$ cat src/rtl/argmin_disp_sched_if.sv
// rtl/argmin_disp_sched_if.sv - beat input / result output bundle for argmin_disp_sched
// master drives beats and out_ready; slave (the scheduler) drives in_ready and the result.

interface argmin_disp_sched_if #(
  parameter int WIDTH = 8,
  parameter int BEATS = 8
);
  localparam int DISP_BITS = $clog2(8 * BEATS);

  logic                 in_valid;
  logic                 in_ready;
  logic [8*WIDTH-1:0]   in_words;
  logic                 out_valid;
  logic                 out_ready;
  logic [WIDTH-1:0]     out_value;
  logic [DISP_BITS-1:0] out_disp;

  modport master (
    output in_valid,
    output in_words,
    output out_ready,
    input  in_ready,
    input  out_valid,
    input  out_value,
    input  out_disp
  );

  modport slave (
    input  in_valid,
    input  in_words,
    input  out_ready,
    output in_ready,
    output out_valid,
    output out_value,
    output out_disp
  );
endinterface

$ cat src/rtl/argmin_disp_sched.sv
// rtl/argmin_disp_sched.sv - running argmin over BEATS beats of 8 costs per pixel
// Optional macro ARGMIN_BEAT_PIPE_EN registers the per-beat argmin before the running-min fold.

module argmin_8 #(
  parameter int WIDTH = 8
) (
  input  logic [8*WIDTH-1:0] words_i,
  output logic [WIDTH-1:0]   min_o,
  output logic [2:0]         lane_o
);
  logic [WIDTH-1:0] v1 [4];
  logic [2:0]       l1 [4];
  logic [WIDTH-1:0] v2 [2];
  logic [2:0]       l2 [2];

  // Each node keeps its left (lower-lane) input unless the right one is strictly smaller.
  always_comb begin
    for (int i = 0; i < 4; i++) begin
      if (words_i[WIDTH*(2*i+1) +: WIDTH] < words_i[WIDTH*(2*i) +: WIDTH]) begin
        v1[i] = words_i[WIDTH*(2*i+1) +: WIDTH];
        l1[i] = 3'(2*i+1);
      end else begin
        v1[i] = words_i[WIDTH*(2*i) +: WIDTH];
        l1[i] = 3'(2*i);
      end
    end
    for (int i = 0; i < 2; i++) begin
      if (v1[2*i+1] < v1[2*i]) begin
        v2[i] = v1[2*i+1];
        l2[i] = l1[2*i+1];
      end else begin
        v2[i] = v1[2*i];
        l2[i] = l1[2*i];
      end
    end
    if (v2[1] < v2[0]) begin
      min_o  = v2[1];
      lane_o = l2[1];
    end else begin
      min_o  = v2[0];
      lane_o = l2[0];
    end
  end
endmodule

module argmin_disp_sched #(
  parameter int WIDTH = 8,
  parameter int BEATS = 8
) (
  input logic                clk,
  input logic                rst,
  argmin_disp_sched_if.slave bus
);
  localparam int DISP_BITS = $clog2(8 * BEATS);
  localparam int CNT_BITS  = (BEATS > 1) ? $clog2(BEATS) : 1;
  localparam logic [CNT_BITS-1:0] LAST_B = CNT_BITS'(BEATS - 1);

  typedef enum logic {ACCUM, HOLD} state_t;

  state_t               state_q, state_d;
  logic [CNT_BITS-1:0]  b_q, b_d;
  logic [WIDTH-1:0]     run_val_q, run_val_d;
  logic [DISP_BITS-1:0] run_disp_q, run_disp_d;
  logic [WIDTH-1:0]     out_value_q, out_value_d;
  logic [DISP_BITS-1:0] out_disp_q, out_disp_d;

  logic [WIDTH-1:0]     beat_min;
  logic [2:0]           beat_lane;
  logic                 accept;
  logic                 in_ready;

  logic                 f_valid;
  logic [WIDTH-1:0]     f_val;
  logic [2:0]           f_lane;
  logic [CNT_BITS-1:0]  f_b;
  logic                 f_last;
  logic [DISP_BITS-1:0] f_disp;
  logic                 take;
  logic [WIDTH-1:0]     new_val;
  logic [DISP_BITS-1:0] new_disp;

  argmin_8 #(.WIDTH(WIDTH)) u_argmin_8 (
    .words_i (bus.in_words),
    .min_o   (beat_min),
    .lane_o  (beat_lane)
  );

  assign accept = bus.in_valid && in_ready;

`ifdef ARGMIN_BEAT_PIPE_EN
  logic                p_valid_q, p_valid_d;
  logic [WIDTH-1:0]    p_val_q, p_val_d;
  logic [2:0]          p_lane_q, p_lane_d;
  logic [CNT_BITS-1:0] p_b_q, p_b_d;
  logic                p_last_q, p_last_d;

  always_comb begin
    p_valid_d = accept;
    p_val_d   = p_val_q;
    p_lane_d  = p_lane_q;
    p_b_d     = p_b_q;
    p_last_d  = p_last_q;
    if (accept) begin
      p_val_d  = beat_min;
      p_lane_d = beat_lane;
      p_b_d    = b_q;
      p_last_d = (b_q == LAST_B);
    end
  end

  always_ff @(posedge clk or posedge rst) begin
    if (rst) begin
      p_valid_q <= 1'b0;
      p_val_q   <= '0;
      p_lane_q  <= '0;
      p_b_q     <= '0;
      p_last_q  <= 1'b0;
    end else begin
      p_valid_q <= p_valid_d;
      p_val_q   <= p_val_d;
      p_lane_q  <= p_lane_d;
      p_b_q     <= p_b_d;
      p_last_q  <= p_last_d;
    end
  end

  assign f_valid = p_valid_q;
  assign f_val   = p_val_q;
  assign f_lane  = p_lane_q;
  assign f_b     = p_b_q;
  assign f_last  = p_last_q;
  // A staged last beat still has to be folded, so stop taking beats until it lands.
  assign in_ready = (state_q == ACCUM) && !(p_valid_q && p_last_q);
`else
  assign f_valid  = accept;
  assign f_val    = beat_min;
  assign f_lane   = beat_lane;
  assign f_b      = b_q;
  assign f_last   = (b_q == LAST_B);
  assign in_ready = (state_q == ACCUM);
`endif

  // {beat, lane} is exactly beat*8 + lane, and beat < BEATS keeps it inside DISP_BITS.
  assign f_disp   = DISP_BITS'({f_b, f_lane});
  assign take     = (f_b == '0) || (f_val < run_val_q);
  assign new_val  = take ? f_val  : run_val_q;
  assign new_disp = take ? f_disp : run_disp_q;

  always_comb begin
    state_d     = state_q;
    b_d         = b_q;
    run_val_d   = run_val_q;
    run_disp_d  = run_disp_q;
    out_value_d = out_value_q;
    out_disp_d  = out_disp_q;
    if (accept) begin
      b_d = (b_q == LAST_B) ? '0 : b_q + CNT_BITS'(1);
    end
    case (state_q)
      ACCUM: begin
        if (f_valid) begin
          run_val_d  = new_val;
          run_disp_d = new_disp;
          if (f_last) begin
            out_value_d = new_val;
            out_disp_d  = new_disp;
            state_d     = HOLD;
          end
        end
      end
      HOLD: begin
        if (bus.out_ready) begin
          state_d = ACCUM;
        end
      end
      default: state_d = ACCUM;
    endcase
  end

  always_ff @(posedge clk or posedge rst) begin
    if (rst) begin
      state_q     <= ACCUM;
      b_q         <= '0;
      run_val_q   <= '0;
      run_disp_q  <= '0;
      out_value_q <= '0;
      out_disp_q  <= '0;
    end else begin
      state_q     <= state_d;
      b_q         <= b_d;
      run_val_q   <= run_val_d;
      run_disp_q  <= run_disp_d;
      out_value_q <= out_value_d;
      out_disp_q  <= out_disp_d;
    end
  end

  assign bus.in_ready  = in_ready;
  assign bus.out_valid = (state_q == HOLD);
  assign bus.out_value = out_value_q;
  assign bus.out_disp  = out_disp_q;
endmodule
$ cat src/flat_wrapper.sv
// flat-port wrapper written by rule: the top's interface ports become plain ports
module argmin_disp_sched_flat 
#(
  parameter int WIDTH = 8,
  parameter int BEATS = 8
)
  (clk, rst, bus_in_valid, bus_in_words, bus_out_ready, bus_in_ready, bus_out_valid, bus_out_value, bus_out_disp);
  argmin_disp_sched_if #(.WIDTH(WIDTH), .BEATS(BEATS)) bus_i ();
  input logic clk;
  input logic rst;
  input wire logic [$bits(bus_i.in_valid)-1:0] bus_in_valid;
  input wire logic [$bits(bus_i.in_words)-1:0] bus_in_words;
  input wire logic [$bits(bus_i.out_ready)-1:0] bus_out_ready;
  output wire logic [$bits(bus_i.in_ready)-1:0] bus_in_ready;
  output wire logic [$bits(bus_i.out_valid)-1:0] bus_out_valid;
  output wire logic [$bits(bus_i.out_value)-1:0] bus_out_value;
  output wire logic [$bits(bus_i.out_disp)-1:0] bus_out_disp;
  assign bus_i.in_valid = bus_in_valid;
  assign bus_i.in_words = bus_in_words;
  assign bus_i.out_ready = bus_out_ready;
  assign bus_in_ready = bus_i.in_ready;
  assign bus_out_valid = bus_i.out_valid;
  assign bus_out_value = bus_i.out_value;
  assign bus_out_disp = bus_i.out_disp;
  argmin_disp_sched #(.WIDTH(WIDTH), .BEATS(BEATS)) u_core (.clk(clk), .rst(rst), .bus(bus_i));
endmodule
$ cat config.mk
export PLATFORM = sky130hd
export DESIGN_NAME = argmin_disp_sched_flat
export DESIGN_NICKNAME = d
export VERILOG_FILES = /design/src/rtl/argmin_disp_sched_if.sv /design/src/rtl/argmin_disp_sched.sv /design/src/flat_wrapper.sv
export SDC_FILE = /design/constraint.sdc
export NUM_CORES = 1
export LEC_CHECK = 0
export CAP_MARGIN = 40
export CORE_UTILIZATION = 47
export DETAILED_ROUTE_END_ITERATION = 10
export PLACE_DENSITY = 0.78
export REMOVE_ABC_BUFFERS = 1
export SYNTH_ARGS = -nofsm -noshare
export SYNTH_HDL_FRONTEND = slang
export SYNTH_HIERARCHICAL = 1
export SYNTH_SLANG_ARGS = --single-unit
$ cat constraint.sdc
create_clock -name clk -period 2.1 [get_ports clk]
set_clock_uncertainty 0.15 [all_clocks]
set_input_delay 0.42 -clock clk [delete_from_list [all_inputs] [get_ports clk]]
set_output_delay 0.42 -clock clk [all_outputs]
set_load 0.02 [all_outputs]
==> After elaboration in Yosys (flattened, before gate mapping) <==
Index checks and enable logic that the tools add are counted.
{ "classes": {"n_bitwise": 1, "n_lt_le_gt_ge": 8, "add_sub_neg": 1, "n_reduce_logical": 5, "mux": 21, "eq_ne": 1} }
{ "op_table": {"columns": ["cell", "count"], "rows": [
  ["< comparator 8 bit", 8],
  ["two-way mux 8 bit", 8],
  ["two-way mux 3 bit", 4],
  ["two-way mux 1 bit", 7],
  ["two-way mux 6 bit", 1],
  ["adder 3 x 1 -> 3 bit, second input constant", 1],
  ["== test 3 bit, second input constant", 1],
  ["zero test 3 bit", 1],
  ["AND reduction 3 bit", 1],
  ["one-hot mux 1 bit (2 select lines)", 1],
  ["AND reduction 2 bit", 1],
  ["logical AND 1 bit", 1],
  ["logical OR 1 bit", 1],
  ["inverter 1 bit", 1]
]} }
{ "word_totals": {"output_inout_bits": 16, "reg_bits": 32} }

==> Depth between registers and ports, before layout <==
{ "logic_depth": {"word_depth": 9, "depth_mapped": 34, "depth_no_buf": 31} }

==> Cells and area by module <==
Netlist, hierarchy kept.
{ "modules_own_cells": {"columns": ["module", "seq_area_each_um2", "area_each_um2", "n_inst", "cells_each"], "rows": [
  ["argmin_8", 0.0, 2038.2, 1, 268],
  ["argmin_disp_sched", 800.8, 1666.6, 1, 158]
]} }

==> Worst setup path after synthesis <==
Ideal clock, no wire load.
{ "synth_path": {"kind": "input -> register", "from": "input port bus_in_words[53]", "to": "register u_core.run_disp_q[0]", "setup_slack_ns": -4.683, "t_arrival_ns": 6.508, "setup_ns": 0.125, "cell_stages": 34, "cell_sequence": "inv_1 ha_1 a21o_1 a21o_1 a21oi_1 o31a_1 clkbuf_1 a21oi_1 inv_1 ha_1 a21o_1 a21oi_1 nor2_1 a2111oi_0 a21boi_0 buf_6 mux2i_1 ha_1 a21oi_1 nor2b_1 o21ai_0 nand2b_1 o21bai_1 inv_1 a31oi_2 buf_6 mux2_4 ha_1 o21ai_0 a211o_1 o21ba_4 o21ai_4 buf_8 mux2_4"} }
{ "synth_via": {"elab_chain_len": 9, "elab_cells_between_ends": 12, "classes_between": "4 x order compare; 7 x mux; 1 x reduce/logical"} }
{ "synth_rtl": {"columns": ["item", "line_no", "rtl"], "rows": [
  ["from (decl)", "flat_wrapper.sv:12", "input wire logic [$bits(bus_i.in_words)-1:0] bus_in_words;"],
  ["< comparator 8 bit", "argmin_disp_sched.sv:19", "if (words_i[WIDTH*(2*i+1) +: WIDTH] < words_i[WIDTH*(2*i) +: WIDTH]) begin"],
  ["two-way mux 8 bit (*)", "argmin_disp_sched.sv:19", null],
  ["< comparator 8 bit", "argmin_disp_sched.sv:28", "if (v1[2*i+1] < v1[2*i]) begin"],
  ["two-way mux 8 bit (*)", "argmin_disp_sched.sv:28", null],
  ["< comparator 8 bit", "argmin_disp_sched.sv:36", "if (v2[1] < v2[0]) begin"],
  ["two-way mux 8 bit (*)", "argmin_disp_sched.sv:36", null],
  ["net u_core.beat_min[3]", "argmin_disp_sched.sv:67", "logic [WIDTH-1:0] beat_min;"],
  ["< comparator 8 bit (*)", "argmin_disp_sched.sv:145", "assign take = (f_b == '0) || (f_val < run_val_q);"],
  ["logical OR 1 bit (*)", "argmin_disp_sched.sv:145", null],
  ["two-way mux 6 bit (*)", "argmin_disp_sched.sv:147", "assign new_disp = take ? f_disp : run_disp_q;"],
  ["to (signal assigned)", "argmin_disp_sched.sv:192", "run_disp_q <= run_disp_d;"],
  ["to (decl)", "argmin_disp_sched.sv:63", "logic [DISP_BITS-1:0] run_disp_q, run_disp_d;"]
]} }
Mark *: on every way through the listed nets, which the timed path passes. The rest lies on a longest branch.
A chain may end at the register's enable or synchronous reset.

==> Final worst setup path <==
{ "layout_path": {"from": "input port bus_in_words[11]", "to": "register u_core.run_val_q[5]"} }
{ "layout_via": {"elab_chain_len": 9} }
{ "layout_rtl": {"columns": ["item", "line_no", "rtl"], "rows": [
  ["< comparator 8 bit", "argmin_disp_sched.sv:19", null],
  ["two-way mux 8 bit (*)", "argmin_disp_sched.sv:19", null],
  ["< comparator 8 bit", "argmin_disp_sched.sv:28", null],
  ["two-way mux 8 bit (*)", "argmin_disp_sched.sv:28", null],
  ["< comparator 8 bit", "argmin_disp_sched.sv:36", null],
  ["two-way mux 8 bit (*)", "argmin_disp_sched.sv:36", null],
  ["net u_core.beat_min[6]", "argmin_disp_sched.sv:67", null],
  ["< comparator 8 bit (*)", "argmin_disp_sched.sv:145", null],
  ["logical OR 1 bit (*)", "argmin_disp_sched.sv:145", null],
  ["two-way mux 8 bit (*)", "argmin_disp_sched.sv:146", "assign new_val = take ? f_val : run_val_q;"],
  ["to (signal assigned)", "argmin_disp_sched.sv:191", "run_val_q <= run_val_d;"],
  ["to (decl)", "argmin_disp_sched.sv:62", "logic [WIDTH-1:0] run_val_q, run_val_d;"]
]} }
Marks and branches as above.

==> impl_summary.md <==
Layout
The post-route netlist has a little under three fifths of its cells at a drive strength greater than 1. The storage element area is 800.8 um2. From synthesis to final layout, the design area changed by 88.96%. For this run, the number of standard cells in the final layout without fillers is around 800. The top cell types in the final layout, fill and taps aside, are buf_4 (155), inv_1 (44), nor2_1 (34). Once layout is complete, the utilization of the core stands at 91.06%.

The leading cell type in the layout, fill and taps excluded is buf_4. Fill cells in the final layout number around 260. The number of inserted diodes is 0. The net total in the final layout is roughly 810. The multi-input combinational cells in the finished layout cover a total of 0.003563 mm2.

Place
The half-perimeter wire length of the detailed placement result is 8035 um. The number of port buffers is 83. At the end of routability-driven placement, the weighted congestion stood at 0.8625. The worst setup slack after placement is -5.421 ns. Once placement completed, the tool counted placed cells totaling 710.

Setup path
The worst endpoint required time is 2.12 ns. The number of cells on the worst reg-to-reg path is 8. The worst setup path startpoint is bus_in_words[11]. In this design, the critical path's most frequently occurring cell is buf_6. The worst flop-to-flop path startpoint is u_core/run_val_q[3]$_DFFE_PP0P_. The worst stage delay on the critical path is 0.35 ns. The critical path is of the input port to flip-flop type. The cell at the slowest stage of the critical path is ha_2. The kind of start point of the critical path is an input port. The worst path buffer plus inverter count is 9. The data arrival time of the critical path is 7.01 ns. The family with the most delay on the worst path is compound AO/OA/AOI/OAI gates. The top fanout value on the critical path is 6. The total stage count of the critical path is 35. STA classifies the critical path endpoint as a flip-flop.

Clock network
The clock slew at the register clock pins of the worst setup and hold paths is 0.07 ns. The TritonCTS clock tree is yes. The largest buffer count on any clock path is 2. The H-tree depth is 2. The number of buffers added by the clock tree synthesis step is 5. Clock tree synthesis selected as its root buffer the cell clkbuf_8.

The clock drives 32 sinks. The hold-fix buffer count after cts is 0. The clock network latency to the later pin of the worst-skew pair is 0.29 ns.

Drt
Detailed routing inserted a total of 5,074 vias. After detailed routing, the average wire length per cell comes to 25.48 um. In this run the remaining antenna-violating nets after routing total 0. In the routed layout, each cell is associated on average with a via count of 6.488.

The number of DRC violations after detailed-routing iteration 0 is 403. In the routed design, unresolved DRC markers number 0. The pre-antenna-repair detailed-routing pass consisted of 5 iterations. The overall routed net length is ~20,000 um.

Logic synthesis
The post-synthesis area per instance is 8.697 um2. The synthesized netlist devotes 21.75% of its cell area to compound gates. The number of enable-type register cells in the synthesized netlist is 0. Synthesis handed over a netlist of 426 instances.

Synthesis inferred 32 register bits. By area, the combinational part of the netlist is dominated by compound AO/OA/AOI/OAI gates. The post-synthesis sequential area ratio is between 20 and 25%. After Yosys synthesis, full adders, half adders and majority gates account for about a fifth of the synthesized area. In this run the cell area of the synthesized design comes to 0.003705 mm2. The number of warnings printed during yosys synthesis is 6. In the synthesized netlist the dominant register cell turns out to be dfrtp_1. Of the total synthesized cell area, the portion taken by AND, OR, NAND and NOR gates is 9.524%. The synthesized-area fraction occupied by xor and xnor cells is 0%. The top cell type by area accounts for between 20 and 25% of the synthesized area. After synthesis, the share of flip-flops with an asynchronous set or reset is 100.0%. The library cell with the largest summed area after synthesis is dfrtp_1. The unique cell type count in the Yosys netlist is between 40 and 50. Sorting the synthesized cells by area gives the leading types as dfrtp_1 (22%), ha_1 (20%), mux2i_1 (8.4%). The multiplexer share of the synthesized area is 18.37%.

Power and ir drop
Net switching is 45.80% of the power. For this design the static power due to leakage is 0.003283 uW. The share of total power in sequential cells is 13.9%. Summed over all nets, the switching power comes to 3948 uW. The design draws 8621 uW. Of the total power, the clock network draws 5.3%. IR analysis of the VDD net gives a maximum drop of 0.6067 mV. Combinational logic is responsible for around four fifths of the overall power. The areal power density over the cells is 1232 mW/mm2. The internal cell power is 4673 uW.

Hold path
The worst hold path depth is 2. The path category of the worst min-delay check is flip-flop to flip-flop. The startpoint identified for the worst hold timing path is u_core/bus.out_disp[5]$_DFFE_PP0P_.

Floorplanning
The core region is 0.007687 mm2. The die covers 0.008242 mm2. Measured along the y axis, the die boundary spans 90.79 um.

The initial utilization of the core area, before any placement, comes to approximately half. The floorplan has 32 rows. The I/O pin count is 84.

In this run the horizontal extent of the chip is 90.79 um.

Timing
Setup repair after global routing could not meet its margin everywhere. The post-route clock period utilization is 332.8%. The worst slew margin relative to its limit is 54.24%. The hold violation total from the final report is 0. Across all setup checks in the final design, the least slack found is -4.889 ns. The count of final max-slew check failures is 0. Setup violations remaining at the end of the flow were counted as 28. The pin slew with the least headroom to its limit is 0.6777 ns. The final period demand of the worst path is 6.989 ns.

The highest clock rate is 143.1 MHz.

Job
The max-capacitance violation count is 0.

Global routing
The initial antenna violation count is 0. The total global-route track usage is 40.25%. The remaining global-route overflow is 0.

The wire length of the first global-routing pass is 26,020 um. Entering global routing, the biggest net connects 33 pins. The via count of the first global-routing pass is 5,168.

Status
The run finished, with violations left. The final reports fail on setup timing.
-- routing by layer --
metal,up-vias,global-route usage (%),part of all wire [%]
li1,2015,-,-
met1,2331,43.28,34
met2,523,72.54,47
met3,205,7.239,9.7
met4,0,25.13,9.9
met5,-,0,0
-- power groups by stage --
stage,registers [uW],logic (uW),clock network [uW]
2_1_floorplan,1280,2470,0
3_3_place_gp,1130,4370,0
3_5_place_dp,1150,4540,0
4_1_cts,1150,5880,455
5_1_grt,1220,7180,482
6_report,1200,6970,453
-- logic make-up after synthesis --
group	count (synthesis)
buf+inv	82
mux	57
fa+ha+maj	58
compound gates	122
simple gates	75
flops	32
-- cells in the mapped netlist, types with 2 or more instances --
cell type  count
buf_6          2
a21o_1         4
nand3_1        2
nand2_1       11
nor3_1         2
nand2b_1       7
nor2b_1        3
o21ai_0       28
nand4_1        4
clkbuf_1       6
o21ai_4        2
mux2_2         5
a211o_1        4
a31oi_1       13
o21bai_1       2
dfrtp_1       32
and4_1         2
ha_1          58
nor2_1        40
a211oi_1       4
a2111oi_0      2
mux2_4        20
inv_1         69
a21oi_1       45
buf_2          3
mux2i_1       31
o21a_1         3
-- flip-flops by register name (all words and copies together) (netlist names) --
register,flops
u_core/b_q,3
u_core/bus.out_disp,6
u_core/bus.out_valid,1
u_core/bus.out_value,8
u_core/run_disp_q,6
u_core/run_val_q,8
-- layout make-up --
| class | count | area share (%) |
|---|---|---|
| multi-input combinational | 312 | 50.90 |
| inverter | 69 | 3.843 |
| tap | 102 | 1.823 |
| timing repair buffer | 260 | 30.88 |
| clock inverter | 1 | 0.07149 |
| sequential | 32 | 11.44 |
| clock buffer | 6 | 1.037 |
-- repair_timing --
item | in CTS | in global routing
pin swaps | 97 | 28
resized for setup | 287 | 74
setup endpoints to repair | 28 | 28
buffers inserted | 54 | 15
hold endpoints to repair | 0 | 0
cloned | 2 | 0
-- through the flow --
stage / area [um2] / TNS (ns) / hold WS [ns]
finish: 7000 / -133.69 / 0.3442
CTS: 6715 / -115.06 / 0.3433
global placement: 5441 / -138.64 / 0.3211
global route: 7000 / -137.11 / 0.3602
detailed placement: 5441 / -147.69 / 0.3242
floorplan: 3625 / -158.74 / 0.3312
-- worst register-to-register path, cell delays in order (launching register included) --
cell     delay, ns
dfrtp_1       0.44
inv_1         0.13
ha_4          0.29
o21ai_2       0.05
a211o_1       0.30
o21ba_4       0.23
o21ai_4       0.18
buf_6         0.19
mux2_4        0.32
-- worst paths after layout --
path                                                       to  slack, ns
setup / recovery              u_core/run_val_q[5]$_DFFE_PP0P_      -4.89
hold / removal             u_core/bus.out_disp[5]$_DFFE_PP0P_       0.34
setup reg to reg              u_core/run_val_q[5]$_DFFE_PP0P_      -0.29
hold reg to reg            u_core/bus.out_disp[5]$_DFFE_PP0P_       0.34
max in group asynchronous     u_core/run_val_q[5]$_DFFE_PP0P_       1.12
min in group asynchronous           u_core/b_q[0]$_DFFE_PP0P_       0.37
(Power assumes the default switching activity.)
